$ cat src/rtl/pe_drain_ctrl_if.sv
// Result stream from the drain controller to its consumer.
interface pe_drain_ctrl_if #(
    parameter int unsigned DATA_W = 8
);
    logic [DATA_W-1:0] data;
    logic              valid;
    logic              ready;
    logic              last;

    modport master (output data, output valid, output last, input ready);
    modport slave  (input data, input valid, input last, output ready);
endinterface

$ cat src/rtl/pe_drain_ctrl.sv
// Drains the accumulated results of a PE row tail-first onto a valid/ready
// stream, shifting the chain once per accepted byte with zeros fed in at the
// head so the row is left cleared.
module pe_drain_ctrl #(
    parameter int unsigned N_PE   = 4,
    parameter int unsigned DATA_W = 8
) (
    input  logic              clk,
    input  logic              rst_n,
    input  logic              start_i,
    output logic              busy_o,
    output logic              done_o,
    output logic              chain_en_o,
    output logic [DATA_W-1:0] chain_head_o,
    input  logic [DATA_W-1:0] chain_tail_i,
    pe_drain_ctrl_if.master   out_if
);
    localparam int unsigned     CntW    = (N_PE > 1) ? $clog2(N_PE) : 1;
    localparam logic [CntW-1:0] LastIdx = CntW'(N_PE - 1);

    typedef enum logic [2:0] {
        StIdle,
        StCapture,
        StValid,
        StShift,
        StDone
    } state_e;

    state_e            state_q, state_d;
    logic [CntW-1:0]   cnt_q, cnt_d;
    logic [DATA_W-1:0] data_q, data_d;
    logic              last_q, last_d;
    logic              done_q, done_d;
    logic              cnt_is_last;

    assign cnt_is_last = (cnt_q == LastIdx);

    // State register
    always_ff @(posedge clk) begin
        if (!rst_n) begin
            state_q <= StIdle;
        end else begin
            state_q <= state_d;
        end
    end

    // Next-state: one capture / present / shift round per element
    always_comb begin
        state_d = state_q;
        unique case (state_q)
            StIdle:    if (start_i) state_d = StCapture;
            StCapture: state_d = StValid;
            StValid:   if (out_if.ready) state_d = StShift;
            StShift:   state_d = cnt_is_last ? StDone : StCapture;
            StDone:    state_d = StIdle;
            default:   state_d = StIdle;
        endcase
    end

    // Datapath next-state: element counter, captured byte, last flag, done pulse
    always_comb begin
        cnt_d  = cnt_q;
        data_d = data_q;
        last_d = last_q;
        done_d = 1'b0;
        unique case (state_q)
            StIdle: begin
                if (start_i) cnt_d = '0;
            end
            StCapture: begin
                data_d = chain_tail_i;
                last_d = cnt_is_last;
            end
            StShift: begin
                // The shift out of the final element is the one that empties the row
                if (cnt_is_last) begin
                    done_d = 1'b1;
                end else begin
                    cnt_d = cnt_q + CntW'(1);
                end
            end
            StDone: begin
                cnt_d = '0;
            end
            default: ;
        endcase
    end

    // Datapath registers
    always_ff @(posedge clk) begin
        if (!rst_n) begin
            cnt_q  <= '0;
            data_q <= '0;
            last_q <= 1'b0;
            done_q <= 1'b0;
        end else begin
            cnt_q  <= cnt_d;
            data_q <= data_d;
            last_q <= last_d;
            done_q <= done_d;
        end
    end

    // Outputs decoded from state plus registered datapath
    always_comb begin
        busy_o       = (state_q != StIdle);
        chain_en_o   = (state_q == StShift);
        chain_head_o = '0;
        done_o       = done_q;
        out_if.valid = (state_q == StValid);
        out_if.data  = data_q;
        out_if.last  = last_q;
    end
endmodule

$ cat src/flat_wrapper.sv
// flat-port wrapper written by rule: the top's interface ports become plain ports
module pe_drain_ctrl_flat 
#(
    parameter int unsigned N_PE   = 4,
    parameter int unsigned DATA_W = 8
)
  (clk, rst_n, start_i, busy_o, done_o, chain_en_o, chain_head_o, chain_tail_i, out_if_data, out_if_valid, out_if_last, out_if_ready);
  pe_drain_ctrl_if #(.DATA_W(DATA_W)) out_if_i ();
  input  logic clk;
  input  logic rst_n;
  input  logic start_i;
  output logic busy_o;
  output logic done_o;
  output logic chain_en_o;
  output logic [DATA_W-1:0] chain_head_o;
  input  logic [DATA_W-1:0] chain_tail_i;
  output wire logic [$bits(out_if_i.data)-1:0] out_if_data;
  output wire logic [$bits(out_if_i.valid)-1:0] out_if_valid;
  output wire logic [$bits(out_if_i.last)-1:0] out_if_last;
  input wire logic [$bits(out_if_i.ready)-1:0] out_if_ready;
  assign out_if_data = out_if_i.data;
  assign out_if_valid = out_if_i.valid;
  assign out_if_last = out_if_i.last;
  assign out_if_i.ready = out_if_ready;
  pe_drain_ctrl #(.N_PE(N_PE), .DATA_W(DATA_W)) u_core (.clk(clk), .rst_n(rst_n), .start_i(start_i), .busy_o(busy_o), .done_o(done_o), .chain_en_o(chain_en_o), .chain_head_o(chain_head_o), .chain_tail_i(chain_tail_i), .out_if(out_if_i));
endmodule
$ cat config.mk
export PLATFORM = sky130hd
export DESIGN_NAME = pe_drain_ctrl_flat
export DESIGN_NICKNAME = d
export VERILOG_FILES = /design/src/rtl/pe_drain_ctrl_if.sv /design/src/rtl/pe_drain_ctrl.sv /design/src/flat_wrapper.sv
export SDC_FILE = /design/constraint.sdc
export NUM_CORES = 1
export LEC_CHECK = 0
export ABC_AREA = 1
export ABC_CLOCK_PERIOD_IN_PS = 1300
export CORE_MARGIN = 2
export CORE_UTILIZATION = 41
export CTS_BUF_LIST = sky130_fd_sc_hd__clkbuf_8
export DETAILED_ROUTE_END_ITERATION = 8
export PLACE_DENSITY = 0.8
export SETUP_SLACK_MARGIN = 0.1
export SYNTH_ARGS = -nofsm -noshare
export SYNTH_HDL_FRONTEND = slang
export SYNTH_SLANG_ARGS = --single-unit
$ cat constraint.sdc
create_clock -name clk -period 1.3 [get_ports clk]
set_input_delay 0.26 -clock clk [delete_from_list [all_inputs] [get_ports clk]]
set_output_delay 0.26 -clock clk [all_outputs]
set_load 0.01 [all_outputs]
### Yosys cells after proc, flatten, opt, wreduce, memory -nomap -nowiden

Cells that the tools add are included.

| word-level totals | value |
|---|---|
| flip-flop bits (word level) | 15 |
| bits of input ports | 12 |
| output and inout port bits | 21 |
| word-level logic and storage cells | 28 |

| operators by class | value |
|---|---|
| add/sub/neg operators | 1 |
| equality and inequality tests | 8 |
| multiplexer cells | 8 |
| reduce and logical (&&, ||, !) cells | 6 |

Operators with widths:

| operator | number |
|---|---|
| $pmux W3 S4 | 1 |
| $mux W3 | 3 |
| $eq A3 B2 Y1 const B | 2 |
| $pmux W2 S3 | 1 |
| $reduce_bool A3 Y1 | 2 |
| $mux W2 | 2 |
| $ne A2 B2 Y1 const B | 2 |
| $reduce_and A2 Y1 | 2 |
| $eq A3 B1 Y1 const B | 1 |
| $eq A3 B3 Y1 const B | 1 |
| $logic_not A3 Y1 | 1 |
| $reduce_and A3 Y1 | 1 |
| $add A2 B1 Y2 const B | 1 |
| $eq A2 B2 Y1 const B | 1 |
| $ne A2 B1 Y1 const B | 1 |
| $mux W1 | 1 |

### Longest topological paths before layout

Gate-level depths: netlist (run 1).

| logic depth | value |
|---|---|
| depth in word-level cells | 3 |
| mapped depth | 7 |
| depth with buffers taken out | 7 |

### Least setup slack after synthesis (run 1)

OpenSTA, ideal clock, no wires.

| path | value |
|---|---|
| path kind | register to register |
| start point | register u_core.state_q[1] |
| end point | register u_core.cnt_q[0] |
| setup time | 0.110 ns |
| arrival | 0.990 ns |
| data required time | 1.190 ns |
| slack | 0.200 ns |
| stages on the path, launching flop included | 8 |
| path buffers | 0 |
| clock period less this slack | 1.100 ns |
| cells stage by stage | dfxtp_1 > nand2_1 > nor2_2 > nand2_1 > nand2_1 > nand3_1 > nand2_1 > nor2_1 |

| between the ends | value |
|---|---|
| longest elaborated chain between the ends | 3 |
| elaborated cells between the ends (all ways) | 8 |
| those cells by class | 4 x eq/ne; 1 x mux; 3 x reduce/logical |

Ends and longest elaborated chain:

| element | line | text |
|---|---|---|
| start: declaration | pe_drain_ctrl.sv:29 | `state_e state_q, state_d;` |
| start signal: assignment | pe_drain_ctrl.sv:41 | `state_q <= StIdle;` |
| start signal: assignment | pe_drain_ctrl.sv:43 | `state_q <= state_d;` |
| $eq A3 B2 Y1 (*) | -- |  |
| via chain_en_o | flat_wrapper.sv:14 | `output logic chain_en_o;` |
| $ne A2 B2 Y1 (no line) / $reduce_bool A3 Y1 (equally long branches) | -- |  |
| $reduce_and A3 Y1 (no line) | -- |  |
| end signal: assignment | pe_drain_ctrl.sv:97 | `cnt_q <= cnt_d;` |
| end: declaration | pe_drain_ctrl.sv:30 | `logic [CntW-1:0] cnt_q, cnt_d;` |

Mark *: on every way through the listed nets, which the timed path passes. The rest lies on a longest branch.
A chain may end at the register's enable or synchronous reset.

### Worst setup path after layout (run 1)

| path | value |
|---|---|
| start point | register u_core.state_q[2] |
| end point | output out_if_valid |

| between the ends | value |
|---|---|
| longest elaborated chain between the ends | 1 |

Ends and longest elaborated chain:

| element | line | text |
|---|---|---|
| $eq A3 B2 Y1 | pe_drain_ctrl.sv:110 | `out_if.valid = (state_q == StValid);` |
| end: declaration | flat_wrapper.sv:18 | `output wire logic [$bits(out_if_i.valid)-1:0] out_if_valid;` |

Every way passes these cells.

==> results of run 1 <==
-- cells in the final DEF (no fill, tap or decap), types with 4 or more instances in the layout --
cell and count:
dlygate4sd2_1 10, dfxtp_1 12, inv_1 9, conb_1 8, buf_4 10, nor2_1 4, nand3_1 13, nand2_1 19
a21oi_1 10, clkdlybuf4s50_1 11
-- power breakdown --
| group | internal [mW] | switching (mW) |
|---|---|---|
| registers | 0.534 | 0.0572 |
| clock network | 0.208 | 0.145 |
| logic | 0.303 | 0.313 |
| total | 1.05 | 0.515 |
-- cell type report --
cell class	instances	share of cell area
clock buffers	3	0.0379
clock inverters	1	0.00344
inverters	11	0.0402
multi-input cells	66	0.316
flip-flops and latches	15	0.286
well taps	16	0.0184
repair buffers	36	0.299
-- how the worst max path moves through the flow --
stage | from | to | cells after the start
finish | u_core.state_q[2] | out_if_valid | 4
global route | u_core.state_q[1] | chain_en_o | 3
CTS | u_core.state_q[0] | out_if_valid | 4
detailed placement | u_core.state_q[2] | out_if_valid | 4
global placement | u_core.state_q[2] | out_if_valid | 4
floorplan | u_core.state_q[1] | u_core.cnt_q[0] | 7
-- worst max-delay path: cells and delay by family (launching register included) --
| kind | cells | cell delay, ps |
|---|---|---|
| flops | 1 | 360 |
| buf+inv | 3 | 250 |
| simple gates | 1 | 90 |
-- metrics by stage --
step | total power, mW | instance area (sq um) | setup slack, ps
floorplan | 0.891 | 724 | 200
global placement | 1.14 | 996 | -56.2
detailed placement | 1.16 | 996 | -121
CTS | 1.50 | 1030 | 102
global route | 1.67 | 1090 | 61.4
finish | 1.56 | 1090 | 96.9
-- flip-flops by register name, indices dropped and copies added (netlist names) --
| name | count |
|---|---|
| u_core.cnt_q | 2 |
| u_core.done_o | 1 |
| u_core.out_if.data | 8 |
| u_core.out_if.last | 1 |
| u_core.state_q | 3 |
-- what timing repair did --
action / 4_1_cts / 5_1_grt
resized for setup: 28 / 14
endpoints found under the hold margin: 0 / 0
pin swaps: 1 / 3
setup endpoints to repair: 13 / 10
setup buffers: 1 / 2
-- cell families after synthesis --
family                   Yosys count  synth area share
buffers and inverters             21             0.158
adder cells (fa/ha/maj)            1            0.0179
AND/OR/NAND/NOR                   46             0.310
flip-flops                        15             0.430
AO/OA/AOI/OAI                     11            0.0788
other                              1           0.00537
-- metal layers --
layer,wire length [um],vias to the layer above,global-route usage,share of wire
li1,-,360,-,-
met1,732,348,0.206,0.42
met2,888,29,0.289,0.51
met3,105,2,0.0200,0.060
met4,18,0,0.0647,0.010
met5,0,-,0,0
==> run summary, run 1 <==
post-synthesis cell area -> 698 sq um
Synth-to-Final Area Change -> 56.1%
Synth Warn # -> 0
core box area -> 1560 sq um
dpl cells -> 141
Synth cell types -> 17
part of the cycle the worst path needs -> 0.925
asr flop ratio synth -> 0
Required @ worst endpoint -> 1040 ps
H-tree lvl count -> 1
Total Die Area -> 2050 sq um
Gate Count Post-Synth -> 95
post-layout util -> 0.699
routed vias/inst -> 4.99
Post-synth EDFFs -> 0
end of the worst register-to-register path -> u_core.out_if.data[7]
Remaining DRCs -> 0
Yosys top cell by area -> dfxtp_1
initial core utilization -> 0.448
total CTS buffers -> 3
Finished Layout Cells -> 148
Pleak -> 0.533 nW
crit path kind -> register to output port
sequential-to-total area share from yosys stat -> 0.430
remaining antenna violation count -> 0
RR Startpoint -> u_core.state_q[0]
largest cells by area after synthesis -> dfxtp_1, nand3_1, nand2_1, buf_4, a21oi_1
Final Setup Violations -> 0
DR pass1 iterations -> 4
vias post-DR -> 739
layout cell share with drive strength beyond 1 -> 0.250
# IOs -> 33
antenna violations before repair -> 0
chip height -> 45.3 um
WL final -> 1740 um
setup TNS -> 0 ps
Post-layout nets -> 146
Register-to-Register Path Depth -> 6
count leader, synth -> nand2_1
hold endpoint -> u_core.out_if.data[0]
crit path DAT -> 940 ps
Remaining Overflow, GRT -> 0
fillers -> 144
CTS clk-pin slew, worst paths -> 60 ps
CP Capture Type -> output port
Yosys reg bits -> 15
skew final -> 1.82 ps
Clock Latency Late Sink -> 240 ps
RSZ-0062 raised after global routing -> true
Syn Area/Cell -> 7.35 sq um
CTS tree -> yes
placer congestion estimate -> 0.827
first-pass GRT wire length -> 2590 um
fmax -> 831 MHz
Yosys top cell area share -> 0.430
Final Critical Period -> 1200 ps
Die W -> 45.3 um
n_diodes -> 0
DR WL/cell -> 11.8 um
max incr delay on CP -> 360 ps
hold path startpoint -> u_core.out_if.data[0]
Hold Path Depth -> 2
FF+latch area -> 312 sq um
I/O Buffers -> 24
Hold Slack -> 457 ps
Pwr Density -> 1430 nW/um^2
Crit Path Max Fanout -> 5
initial DRC count -> 4
area taken by multi-input logic gates -> 344 sq um
All-Layer GR Usage -> 0.166
final hold violation count -> 0
hold-fix buffer count after cts -> 0
status -> complete, no violations
worst-path cell chain -> inv_4 -> nand3_2 -> inv_2 -> buf_2
CTS Buffer Depth -> 2
largest net degree at the start of global routing -> 14
Slew Limit Fails -> 0
Post-synth top cells -> nand2_1, nand3_1, dfxtp_1
predominant post-synthesis flop cell -> dfxtp_1
post-DP HPWL -> 1240 um
std cell rows -> 14
root buffer cell -> clkbuf_8
max_cap viols -> 0
r2r setup slk -> 140 ps
Sink Count -> 15
slowest library cell on the worst path -> dfxtp_4
CP startpoint kind -> register
peak supply drop -> 0.000956 V
vias in the first global route -> 645
Hold WC Path Type -> register to register
No activity file was read; power rests on OpenSTA's default activity.
==> inputs of run 2 (changes only) <==
--- a/config.mk
+++ b/config.mk
@@ -8,10 +8,9 @@
 export ABC_AREA = 1
 export ABC_CLOCK_PERIOD_IN_PS = 1300
 export CORE_MARGIN = 2
-export CORE_UTILIZATION = 41
+export CORE_UTILIZATION = 30
 export CTS_BUF_LIST = sky130_fd_sc_hd__clkbuf_8
 export DETAILED_ROUTE_END_ITERATION = 8
-export PLACE_DENSITY = 0.8
 export SETUP_SLACK_MARGIN = 0.1
 export SYNTH_ARGS = -nofsm -noshare
 export SYNTH_HDL_FRONTEND = slang
==> run 2 against run 1 <==
Effect of this change:
- die area up 33%
- clock power is 3% higher
- critical path type unchanged
- sequential cell count unchanged
- global-route usage down 3.3 points
==> run summary, run 2 (synthesis gave the netlist of run 1 again) <==
status -> complete, no violations
std cell rows -> 17
antenna violations before repair -> 0
skew final -> 1.52 ps
remaining antenna violation count -> 0
crit path DAT -> 920 ps
peak supply drop -> 0.000858 V
routed vias/inst -> 4.40
Die W -> 52.2 um
total power -> 1.60 mW
RSZ-0062 raised after global routing -> true
Total Die Area -> 2730 sq um
fillers -> 223
Required @ worst endpoint -> 1040 ps
Crit Path Max Fanout -> 4
max_cap viols -> 0
Hold WC Path Type -> register to register
post-DP HPWL -> 1230 um
crit path kind -> register to output port
core box area -> 2210 sq um
H-tree lvl count -> 1
fmax -> 850 MHz
CTS Buffer Depth -> 2
root buffer cell -> clkbuf_8
CP startpoint kind -> register
final hold violation count -> 0
layout cell share with drive strength beyond 1 -> 0.299
Final Critical Period -> 1180 ps
DR pass1 iterations -> 4
I/O Buffers -> 24
WL final -> 1670 um
CTS tree -> yes
total CTS buffers -> 3
largest net degree at the start of global routing -> 14
Synth-to-Final Area Change -> 64.2%
Clock Latency Late Sink -> 240 ps
initial DRC count -> 5
Sink Count -> 15
Remaining DRCs -> 0
vias post-DR -> 713
placer congestion estimate -> 0.847
DR WL/cell -> 10.3 um
Final Instance Area -> 1150 sq um
Final Setup Violations -> 0
chip height -> 52.2 um
vias in the first global route -> 700
max reg flops -> 8
n_diodes -> 0
Post-layout nets -> 148
most frequent cells in the layout -> nand2_1, dfxtp_1, clkdlybuf4s50_1
CTS clk-pin slew, worst paths -> 60 ps
# IOs -> 33
CP Capture Type -> output port
All-Layer GR Usage -> 0.132
Remaining Overflow, GRT -> 0
part of the cycle the worst path needs -> 0.905
initial core utilization -> 0.316
first-pass GRT wire length -> 2720 um
Pleak -> 0.551 nW
commonest non-fill, non-tap cell in the layout -> nand2_1
Slew Limit Fails -> 0
Pwr Density -> 1390 nW/um^2
Cell Area, Placed -> 1030 sq um
==> run 2: changes by cell type in the layout (fill, tap and decap cells not counted), moves of 2 or more <==
cell	previous run	this run
nand3_2	3	6
buf_6	2	4
a21oi_2	0	3
nand3_1	13	10
a21oi_1	10	7
==> run 2: critical path, stage by stage, from the launching register on <==
cell and delay [ps]:
dfxtp_4 380, nand2_1 70, nor2_2 90, buf_2 140
==> run 2: power breakdown <==
group	leakage [nW]	switching, mW	internal (mW)
logic	0.400	0.316	0.329
clock network	0.0269	0.154	0.209
registers	0.124	0.0537	0.536
total	0.551	0.524	1.07
==> run 2: final timing paths <==
kind,startpoint,to,slack [ps],cells past startpoint
setup / recovery,u_core.state_q[1],chain_en_o,120,3
hold / removal,u_core.out_if.data[5],u_core.out_if.data[5],460,2
setup reg to reg,u_core.state_q[0],u_core.out_if.data[2],140,6
hold reg to reg,u_core.out_if.data[5],u_core.out_if.data[5],460,2
==> run 2: layer usage <==
metal  part of all wire  GRT usage
met1               0.42      0.153
met2               0.52      0.234
met3              0.050     0.0314
met4             0.0048     0.0513
met5                  0          0
==> run 2: area by class of cell <==
cell class	count	area, sq um	share of cell area
multi-input cells	66	370	0.323
repair buffers	38	345	0.301
flip-flops and latches	15	309	0.270
clock buffers	3	41.3	0.0360
inverters	11	41.3	0.0360
well taps	28	35.0	0.0306
clock inverters	1	3.75	0.00328
==> run 2: timing repair <==
item | CTS | global route
pin swaps | 0 | 10
hold buffers | 0 | 0
resized for setup | 27 | 19
setup buffers | 0 | 2
cloned | 0 | 0
setup endpoints to repair | 13 | 15
==> run 2: stage by stage <==
step	utilization	instances	worst slack, ps	hold WS (ps)	setup TNS (ps)
floorplan	-	102	200	381	0
global placement	0.467	156	-44.5	448	-81.5
detailed placement	0.467	156	-59.9	452	-130
CTS	0.478	160	115	459	0
global route	0.518	162	62.9	491	0
finish	0.518	162	123	464	0
==> inputs of run 3 (changes only) <==
--- a/config.mk
+++ b/config.mk
@@ -7,6 +7,7 @@
 export LEC_CHECK = 0
 export ABC_AREA = 1
 export ABC_CLOCK_PERIOD_IN_PS = 1300
+export CAP_MARGIN = 20
 export CORE_MARGIN = 2
 export CORE_UTILIZATION = 30
 export CTS_BUF_LIST = sky130_fd_sc_hd__clkbuf_8
==> results of run 3 <==
Same layout as run 2: the final DEF is identical, and so are final timing and power.
